--- src/rtl/mult_div_unit_if.sv ---
// Command/result bundle between the execute stage and the multiply/divide unit.
interface mult_div_unit_if;
    logic        start;
    logic [2:0]  op;
    logic [31:0] a;
    logic [31:0] b;
    logic        busy;
    logic        done;
    logic [31:0] hi;
    logic [31:0] lo;

    modport master (
        output start, op, a, b,
        input  busy, done, hi, lo
    );

    modport slave (
        input  start, op, a, b,
        output busy, done, hi, lo
    );
endinterface

--- src/rtl/mult_div_unit.sv ---
// Iterative 32-bit multiply/divide unit with architectural HI/LO registers.
// MULT/MULTU/DIV/DIVU take one start cycle, 32 iteration cycles and one
// sign-fix cycle; MTHI/MTLO write HI/LO directly from IDLE.
module mult_div_unit (
    input  logic            clk,
    input  logic            rst,
    mult_div_unit_if.slave  bus
);

    typedef enum logic [1:0] {
        ST_IDLE = 2'd0,
        ST_RUN  = 2'd1,
        ST_FIX  = 2'd2
    } state_e;

    localparam logic [2:0] OP_MTHI = 3'd4;
    localparam logic [2:0] OP_MTLO = 3'd5;

    // Two's-complement absolute value, applied only for signed ops.
    function automatic logic [31:0] mag32(input logic [31:0] v, input logic is_signed);
        return (is_signed && v[31]) ? (~v + 32'd1) : v;
    endfunction

    // Conditional two's-complement negation of a 32-bit value.
    function automatic logic [31:0] cneg32(input logic [31:0] v, input logic neg);
        return neg ? (~v + 32'd1) : v;
    endfunction

    // Conditional two's-complement negation of a 64-bit value.
    function automatic logic [63:0] cneg64(input logic [63:0] v, input logic neg);
        return neg ? (~v + 64'd1) : v;
    endfunction

    state_e      state_q,    state_d;
    logic [4:0]  cnt_q,      cnt_d;
    logic        is_div_q,   is_div_d;
    logic        neg_res_q,  neg_res_d;   // product / quotient sign
    logic        neg_rem_q,  neg_rem_d;   // remainder follows sign of a
    logic        div_zero_q, div_zero_d;
    logic [31:0] a_raw_q,    a_raw_d;     // original a, for divide-by-zero HI
    logic [31:0] opnd_q,     opnd_d;      // multiplicand or divisor magnitude
    logic [63:0] acc_q,      acc_d;       // product accumulator; [31:0] is quotient shifter for divide
    logic [31:0] rem_q,      rem_d;       // partial remainder
    logic [31:0] hi_q,       hi_d;
    logic [31:0] lo_q,       lo_d;
    logic        busy_q,     busy_d;
    logic        done_q,     done_d;

    logic        arith_start_s;
    logic        signed_op_s;
    logic [32:0] mul_sum_s;
    logic [63:0] mul_next_s;
    logic [32:0] rem_shift_s;
    logic        div_ge_s;
    logic [31:0] div_diff_s;
    logic [63:0] prod_fix_s;
    logic [31:0] quot_fix_s;
    logic [31:0] rem_fix_s;

    assign arith_start_s = bus.start && (bus.op[2] == 1'b0);
    assign signed_op_s   = (bus.op[0] == 1'b0);

    // One shift-add multiply step: conditionally add multiplicand to upper half, shift right.
    assign mul_sum_s  = {1'b0, acc_q[63:32]} + (acc_q[0] ? {1'b0, opnd_q} : 33'd0);
    assign mul_next_s = {mul_sum_s, acc_q[31:1]};

    // One restoring divide step: bring in next dividend bit, subtract divisor if it fits.
    assign rem_shift_s = {rem_q, acc_q[31]};
    assign div_ge_s    = (rem_shift_s >= {1'b0, opnd_q});
    assign div_diff_s  = rem_shift_s[31:0] - opnd_q;

    // Sign-corrected results presented during FIX.
    assign prod_fix_s = cneg64(acc_q, neg_res_q);
    assign quot_fix_s = cneg32(acc_q[31:0], neg_res_q);
    assign rem_fix_s  = cneg32(rem_q, neg_rem_q);

    // FSM state and iteration counter register.
    always_ff @(posedge clk or posedge rst) begin
        if (rst) begin
            state_q <= ST_IDLE;
            cnt_q   <= 5'd0;
        end else begin
            state_q <= state_d;
            cnt_q   <= cnt_d;
        end
    end

    // Next-state logic: IDLE -> RUN on arithmetic start, 32 RUN cycles, then FIX.
    always_comb begin
        state_d = state_q;
        cnt_d   = cnt_q;
        case (state_q)
            ST_IDLE: begin
                if (arith_start_s) begin
                    state_d = ST_RUN;
                    cnt_d   = 5'd0;
                end else begin
                    state_d = ST_IDLE;
                end
            end
            ST_RUN: begin
                cnt_d = cnt_q + 5'd1;
                if (cnt_q == 5'd31) begin
                    state_d = ST_FIX;
                end else begin
                    state_d = ST_RUN;
                end
            end
            ST_FIX: begin
                state_d = ST_IDLE;
                cnt_d   = 5'd0;
            end
            default: begin
                state_d = ST_IDLE;
                cnt_d   = 5'd0;
            end
        endcase
    end

    // Output logic: busy/done and HI/LO write-back, all registered below.
    always_comb begin
        busy_d = 1'b0;
        done_d = 1'b0;
        hi_d   = hi_q;
        lo_d   = lo_q;
        case (state_q)
            ST_IDLE: begin
                if (bus.start) begin
                    case (bus.op)
                        3'd0, 3'd1, 3'd2, 3'd3: busy_d = 1'b1;
                        OP_MTHI:                hi_d   = bus.a;
                        OP_MTLO:                lo_d   = bus.a;
                        default:                busy_d = 1'b0;
                    endcase
                end else begin
                    busy_d = 1'b0;
                end
            end
            ST_RUN: begin
                busy_d = 1'b1;
            end
            ST_FIX: begin
                done_d = 1'b1;
                if (!is_div_q) begin
                    hi_d = prod_fix_s[63:32];
                    lo_d = prod_fix_s[31:0];
                end else if (div_zero_q) begin
                    // Forced so DIV matches the natural unsigned result.
                    hi_d = a_raw_q;
                    lo_d = 32'hFFFF_FFFF;
                end else begin
                    hi_d = rem_fix_s;
                    lo_d = quot_fix_s;
                end
            end
            default: begin
                busy_d = 1'b0;
            end
        endcase
    end

    // Datapath next values: operand capture on start, one iteration per RUN cycle.
    always_comb begin
        is_div_d   = is_div_q;
        neg_res_d  = neg_res_q;
        neg_rem_d  = neg_rem_q;
        div_zero_d = div_zero_q;
        a_raw_d    = a_raw_q;
        opnd_d     = opnd_q;
        acc_d      = acc_q;
        rem_d      = rem_q;
        case (state_q)
            ST_IDLE: begin
                if (arith_start_s) begin
                    is_div_d   = bus.op[1];
                    neg_res_d  = signed_op_s && (bus.a[31] ^ bus.b[31]);
                    neg_rem_d  = signed_op_s && bus.a[31];
                    div_zero_d = (bus.b == 32'd0);
                    a_raw_d    = bus.a;
                    rem_d      = 32'd0;
                    if (bus.op[1]) begin
                        acc_d  = {32'd0, mag32(bus.a, signed_op_s)};
                        opnd_d = mag32(bus.b, signed_op_s);
                    end else begin
                        acc_d  = {32'd0, mag32(bus.b, signed_op_s)};
                        opnd_d = mag32(bus.a, signed_op_s);
                    end
                end else begin
                    acc_d = acc_q;
                end
            end
            ST_RUN: begin
                if (!is_div_q) begin
                    acc_d = mul_next_s;
                end else if (div_ge_s) begin
                    rem_d = div_diff_s;
                    acc_d = {acc_q[63:32], acc_q[30:0], 1'b1};
                end else begin
                    rem_d = rem_shift_s[31:0];
                    acc_d = {acc_q[63:32], acc_q[30:0], 1'b0};
                end
            end
            default: begin
                acc_d = acc_q;
            end
        endcase
    end

    // Datapath and registered output flops.
    always_ff @(posedge clk or posedge rst) begin
        if (rst) begin
            is_div_q   <= 1'b0;
            neg_res_q  <= 1'b0;
            neg_rem_q  <= 1'b0;
            div_zero_q <= 1'b0;
            a_raw_q    <= 32'd0;
            opnd_q     <= 32'd0;
            acc_q      <= 64'd0;
            rem_q      <= 32'd0;
            hi_q       <= 32'd0;
            lo_q       <= 32'd0;
            busy_q     <= 1'b0;
            done_q     <= 1'b0;
        end else begin
            is_div_q   <= is_div_d;
            neg_res_q  <= neg_res_d;
            neg_rem_q  <= neg_rem_d;
            div_zero_q <= div_zero_d;
            a_raw_q    <= a_raw_d;
            opnd_q     <= opnd_d;
            acc_q      <= acc_d;
            rem_q      <= rem_d;
            hi_q       <= hi_d;
            lo_q       <= lo_d;
            busy_q     <= busy_d;
            done_q     <= done_d;
        end
    end

    assign bus.busy = busy_q;
    assign bus.done = done_q;
    assign bus.hi   = hi_q;
    assign bus.lo   = lo_q;

endmodule

--- src/flat_wrapper.sv ---
// flat-port wrapper written by rule: the top's interface ports become plain ports
module mult_div_unit_flat 
  (clk, rst, bus_start, bus_op, bus_a, bus_b, bus_busy, bus_done, bus_hi, bus_lo);
  mult_div_unit_if bus_i ();
  input  logic clk;
  input  logic rst;
  input wire logic [$bits(bus_i.start)-1:0] bus_start;
  input wire logic [$bits(bus_i.op)-1:0] bus_op;
  input wire logic [$bits(bus_i.a)-1:0] bus_a;
  input wire logic [$bits(bus_i.b)-1:0] bus_b;
  output wire logic [$bits(bus_i.busy)-1:0] bus_busy;
  output wire logic [$bits(bus_i.done)-1:0] bus_done;
  output wire logic [$bits(bus_i.hi)-1:0] bus_hi;
  output wire logic [$bits(bus_i.lo)-1:0] bus_lo;
  assign bus_i.start = bus_start;
  assign bus_i.op = bus_op;
  assign bus_i.a = bus_a;
  assign bus_i.b = bus_b;
  assign bus_busy = bus_i.busy;
  assign bus_done = bus_i.done;
  assign bus_hi = bus_i.hi;
  assign bus_lo = bus_i.lo;
  mult_div_unit u_core (.clk(clk), .rst(rst), .bus(bus_i));
endmodule
--- config.mk ---
export PLATFORM = sky130hd
export DESIGN_NAME = mult_div_unit_flat
export DESIGN_NICKNAME = d
export VERILOG_FILES = /design/src/rtl/mult_div_unit_if.sv /design/src/rtl/mult_div_unit.sv /design/src/flat_wrapper.sv
export SDC_FILE = /design/constraint.sdc
export NUM_CORES = 1
export LEC_CHECK = 0
export BUFFER_PORTS_ARGS = -buffer_cell sky130_fd_sc_hd__buf_2
export CAP_MARGIN = 5
export CORE_MARGIN = 10
export CORE_UTILIZATION = 35
export DETAILED_ROUTE_END_ITERATION = 6
export SETUP_SLACK_MARGIN = 0.3
export SKIP_LAST_GASP = 1
export SYNTH_ARGS = -nofsm -noshare
export SYNTH_HDL_FRONTEND = slang
export SYNTH_SLANG_ARGS = --single-unit
--- constraint.sdc ---
create_clock -name clk -period 11.9 [get_ports clk]
set_input_delay 0.595 -clock clk [delete_from_list [all_inputs] [get_ports clk]]
set_output_delay 0.595 -clock clk [all_outputs]
set_load 0.03 [all_outputs]
==> summary.txt <==
Status
  – Status: finished, final reports clean

Cells and area
  – Share of cells above drive strength 1: 10.5%
  – Final std cells w/o fill: 2969
  – Layout area overhead: 12.4%
  – Layout net count: 2415

Route
  – DR pass1 iterations: 6
  – Via/cell ratio: 5.89
  – Final wirelength: 70000 um
  – Residual DRC count: 0
  – Initial DRC Count: 1965
  – Post-route ant nets: 0
  – Wire length per cell: 23.6 um
  – DR vias: 17490

Synthesis
  – Post-Syn Area: 17900 um^2
  – Dominant synthesized flop cell: dfrtp_1
  – Post-Synth Adder-Cell Area: 5.13%
  – Post-Synth XOR/XNOR Area: 9.76%
  – Post-synthesis simple-gate area fraction: 19.1%
  – Seq/Total Area, Yosys: 33.2%
  – Post-synthesis mux area share: 3.61%
  – Flops & latches, synth: 237
  – Post-synth EDFFs: 0
  – Largest family of logic cells by synthesized area: compound AO/OA/AOI/OAI gates
  – Post-Synthesis Net Count: 2375
  – Post-Synthesis Cells: 2233
  – Synthesis warning total: 0
  – Top cells by area, synth: dfrtp_1, nand2_1, o21ai_0
  – Ys async rst share: 100%
  – Syn avg cell area: 8.00 um^2
  – Synth top area share: 33.2%
  – Area leader, netlist: dfrtp_1
  – Synth Area in Compound Gates: 24.5%
  – Post-synth cell types: 70

GRT
  – First-pass GRT wire length: 105000 um
  – Initial antenna violation count: 3
  – Vias in the first global route: 16306
  – Layer with the highest usage: met2
  – GRT Residual Overflow: 0
  – Met1 GRT Util: 31.2%
  – GRT Overall Usage: 22.3%
  – Routing usage on met3: 5.40%
  – Met2 Track Usage GR: 32.8%
  – Largest net degree at the start of global routing: 93

Die
  – Die area: 60500 um^2
  – Die Y-Extent: 246 um
  – Total core area: 50300 um^2
  – Initial core utilization: 35.5%
  – Std cell rows: 82
  – Top-Level Pins: 136
  – Die W: 246 um

Critical path
  – Crit path cell chain: inv_1 -> nor2_1 -> ha_1 -> o21ai_0 -> o21ai_0 -> o2111ai_1 -> a2111oi_0 -> nor4_1 -> o21ai_0 -> o21a_1 -> or3_1 -> a32o_1
  – CP startpoint: u_core.acc_q[0]
  – Critical path class: reg2reg
  – Max incr delay on CP: 0.77 ns
  – CP Data Required Time: 12.37 ns
  – Worst path slowest cell: inv_1
  – Worst r2r src: u_core.acc_q[0]
  – Worst Path Max Fanout: 31
  – Most used cell, CP: o21ai_0
  – CP Data Arrival Time: 4.82 ns
  – Crit path launch type: flip-flop
  – Crit. End Element: flip-flop

STA
  – F_max: 230 MHz
  – RSZ-0062 raised after global routing: no
  – Final hold violations: 0
  – Setup TNS: 0 ns
  – Final setup fails: 0
  – Slew margin rel.: 18.2%
  – Final Max Slew Viols: 0
  – Clock period minus worst slack: 4.35 ns
  – Clock Skew: 0.0158 ns
  – Worst Max-Slew Pin Slew: 1.22 ns
  – Period utilisation layout: 36.6%

Clock network
  – Htree depth: 1
  – Max Buffers Root-to-Sink: 3
  – Clk root buf: clkbuf_16
  – Clock-pin slew on the worst setup and hold paths: 0.06 ns
  – Total CTS buffers: 30
  – TritonCTS clock tree: yes
  – # hold bufs at CTS: 0
  – Clk Latency, worst-skew pair: 0.58 ns
  – Resized Gates After CTS: 0
  – Postcts setup bufs: 0
  – CTS Sinks: 237

Power and ir drop
  – Combinational share of power: 58.2%
  – Power share of the sequential group: 26.1%
  – Int Pwr: 3.20 mW
  – Power, Total: 6.35 mW
  – Leak: 8.61 nW
  – VDD IR-drop max: 151 uV
  – Clock power frac: 15.8%
  – Switching Share: 49.7%
  – Psw: 3.15 mW
  – Power per cell area: 317 nW/um^2

Worst hold path
  – Hold WC Path Type: in2async

Placed design
  – Post-DP HPWL: 53800 um
  – Port buffer count: 135
  – GPL Wtd Cong: 0.963
  – Inst Count DP: 2913

Job
  – Max Cap Viol: 0
worst max-delay path: cells and delay by family (launching register included):
family          cells  cell delay (ns)
flops               1             0.47
fa+ha+maj           1             0.37
compound gates      7             1.65
buf+inv             1             0.77
simple gates        3             0.97
Yosys cell counts (6+ instances only):
master     instances
nand2b_1          28
a21oi_1          144
dfrtp_1          237
o21bai_1          11
o31ai_1           41
or3_1             25
nor3_1            41
a21o_1            26
buf_1             20
nand2_1          337
inv_1             66
xor2_1            90
nor4_1            13
o22ai_1           39
mux2i_1           61
clkbuf_1         123
o21ai_0          227
nor2b_1           28
o41ai_1           18
o221ai_1          14
a211oi_1          47
o21a_1             9
nor2_1           159
a22o_1             8
or4_1             15
and2_1             9
a221oi_1          21
nand3_1           31
nand4_1           15
a31oi_1           18
o2111ai_1          6
ha_1              70
o211ai_1          30
or2_2             14
and3_1            12
xnor2_1          109
per-stage QoR:
step | area (um^2) | hold slack [ns] | setup WS (ns) | utilization [%]
detailed placement | 19000 | 0.465 | 7.66 | 37.8
CTS | 20100 | 0.161 | 7.62 | 39.9
global placement | 19000 | 0.458 | 7.73 | 37.8
floorplan | 17900 | 0.440 | 4.80 | -
global route | 20100 | 0.195 | 7.19 | 39.9
finish | 20100 | 0.146 | 7.55 | 39.9
flip-flops by register name, summed over array words and instances (netlist names):
name               flops
u_core.cnt_q           5
u_core.bus.done        1
u_core.div_zero_q      1
u_core.a_raw_q        32
u_core.bus.lo         32
u_core.opnd_q         32
u_core.acc_q          64
u_core.neg_res_q       1
u_core.rem_q          32
u_core.neg_rem_q       1
u_core.state_q         2
u_core.is_div_q        1
u_core.bus.busy        1
u_core.bus.hi         32
layout by cell type (no fill, tap or decap), types with 30 or more instances in the layout:
| cell type | count |
|---|---|
| mux2i_1 | 61 |
| nor3_1 | 41 |
| buf_2 | 135 |
| dfrtp_1 | 235 |
| nor2_1 | 159 |
| nand2_1 | 336 |
| a211oi_1 | 47 |
| o31ai_1 | 41 |
| inv_1 | 65 |
| xnor2_1 | 109 |
| a21oi_1 | 144 |
| ha_1 | 70 |
| xor2_1 | 90 |
| o211ai_1 | 30 |
| clkbuf_16 | 31 |
| nand3_1 | 31 |
| o22ai_1 | 39 |
| o21ai_0 | 227 |
kinds of logic after synthesis:
family	Yosys count
AO/OA/AOI/OAI	699
XOR/XNOR	199
adder cells (fa/ha/maj)	72
buffers and inverters	215
flip-flops	237
multiplexers	64
AND/OR/NAND/NOR	747
area by class of cell:
type / instances / area (um^2)
Clock buffer: 43 / 881
Clock inverter: 11 / 186
Sequential cell: 237 / 5930
Inverter: 67 / 259
Tap cell: 672 / 841
Antenna cell: 2 / 5.00
Multi-Input combinational cell: 1781 / 11100
Timing Repair Buffer: 156 / 833
Fill cell: 5169 / 30200
metal layers:
| layer | wire [um] | share of wire [%] | up-vias |
|---|---|---|---|
| li1 | - | - | 8080 |
| met4 | 2540 | 3.6 | 4 |
| met5 | 21 | 0.030 | - |
| met2 | 29900 | 43 | 779 |
| met1 | 30900 | 44 | 8516 |
| met3 | 6660 | 9.5 | 111 |
final timing paths:
| path | end | slack, ns | depth (start not counted) |
|---|---|---|---|
| worst min-delay path | u_core.bus.hi[31] | 0.15 | 2 |
| min in group clk | u_core.a_raw_q[3] | 0.33 | 3 |
| worst max register to register | u_core.acc_q[60] | 7.55 | 12 |
| worst max-delay path | u_core.acc_q[60] | 7.55 | 12 |
| max in group asynchronous | u_core.neg_res_q | 10.16 | 3 |
| worst min register to register | u_core.bus.lo[21] | 0.47 | 2 |
power by group through the flow:
stage | Clock [mW] | Sequential (mW) | Combinational, mW
final | 1.00 | 1.65 | 3.70
after CTS | 1.01 | 1.63 | 3.65
after floorplan | 0 | 1.58 | 2.60
after global placement | 0 | 1.63 | 3.60
after detailed placement | 0 | 1.64 | 3.63
after global routing | 1.04 | 1.69 | 4.06
(Power assumes the default switching activity.)
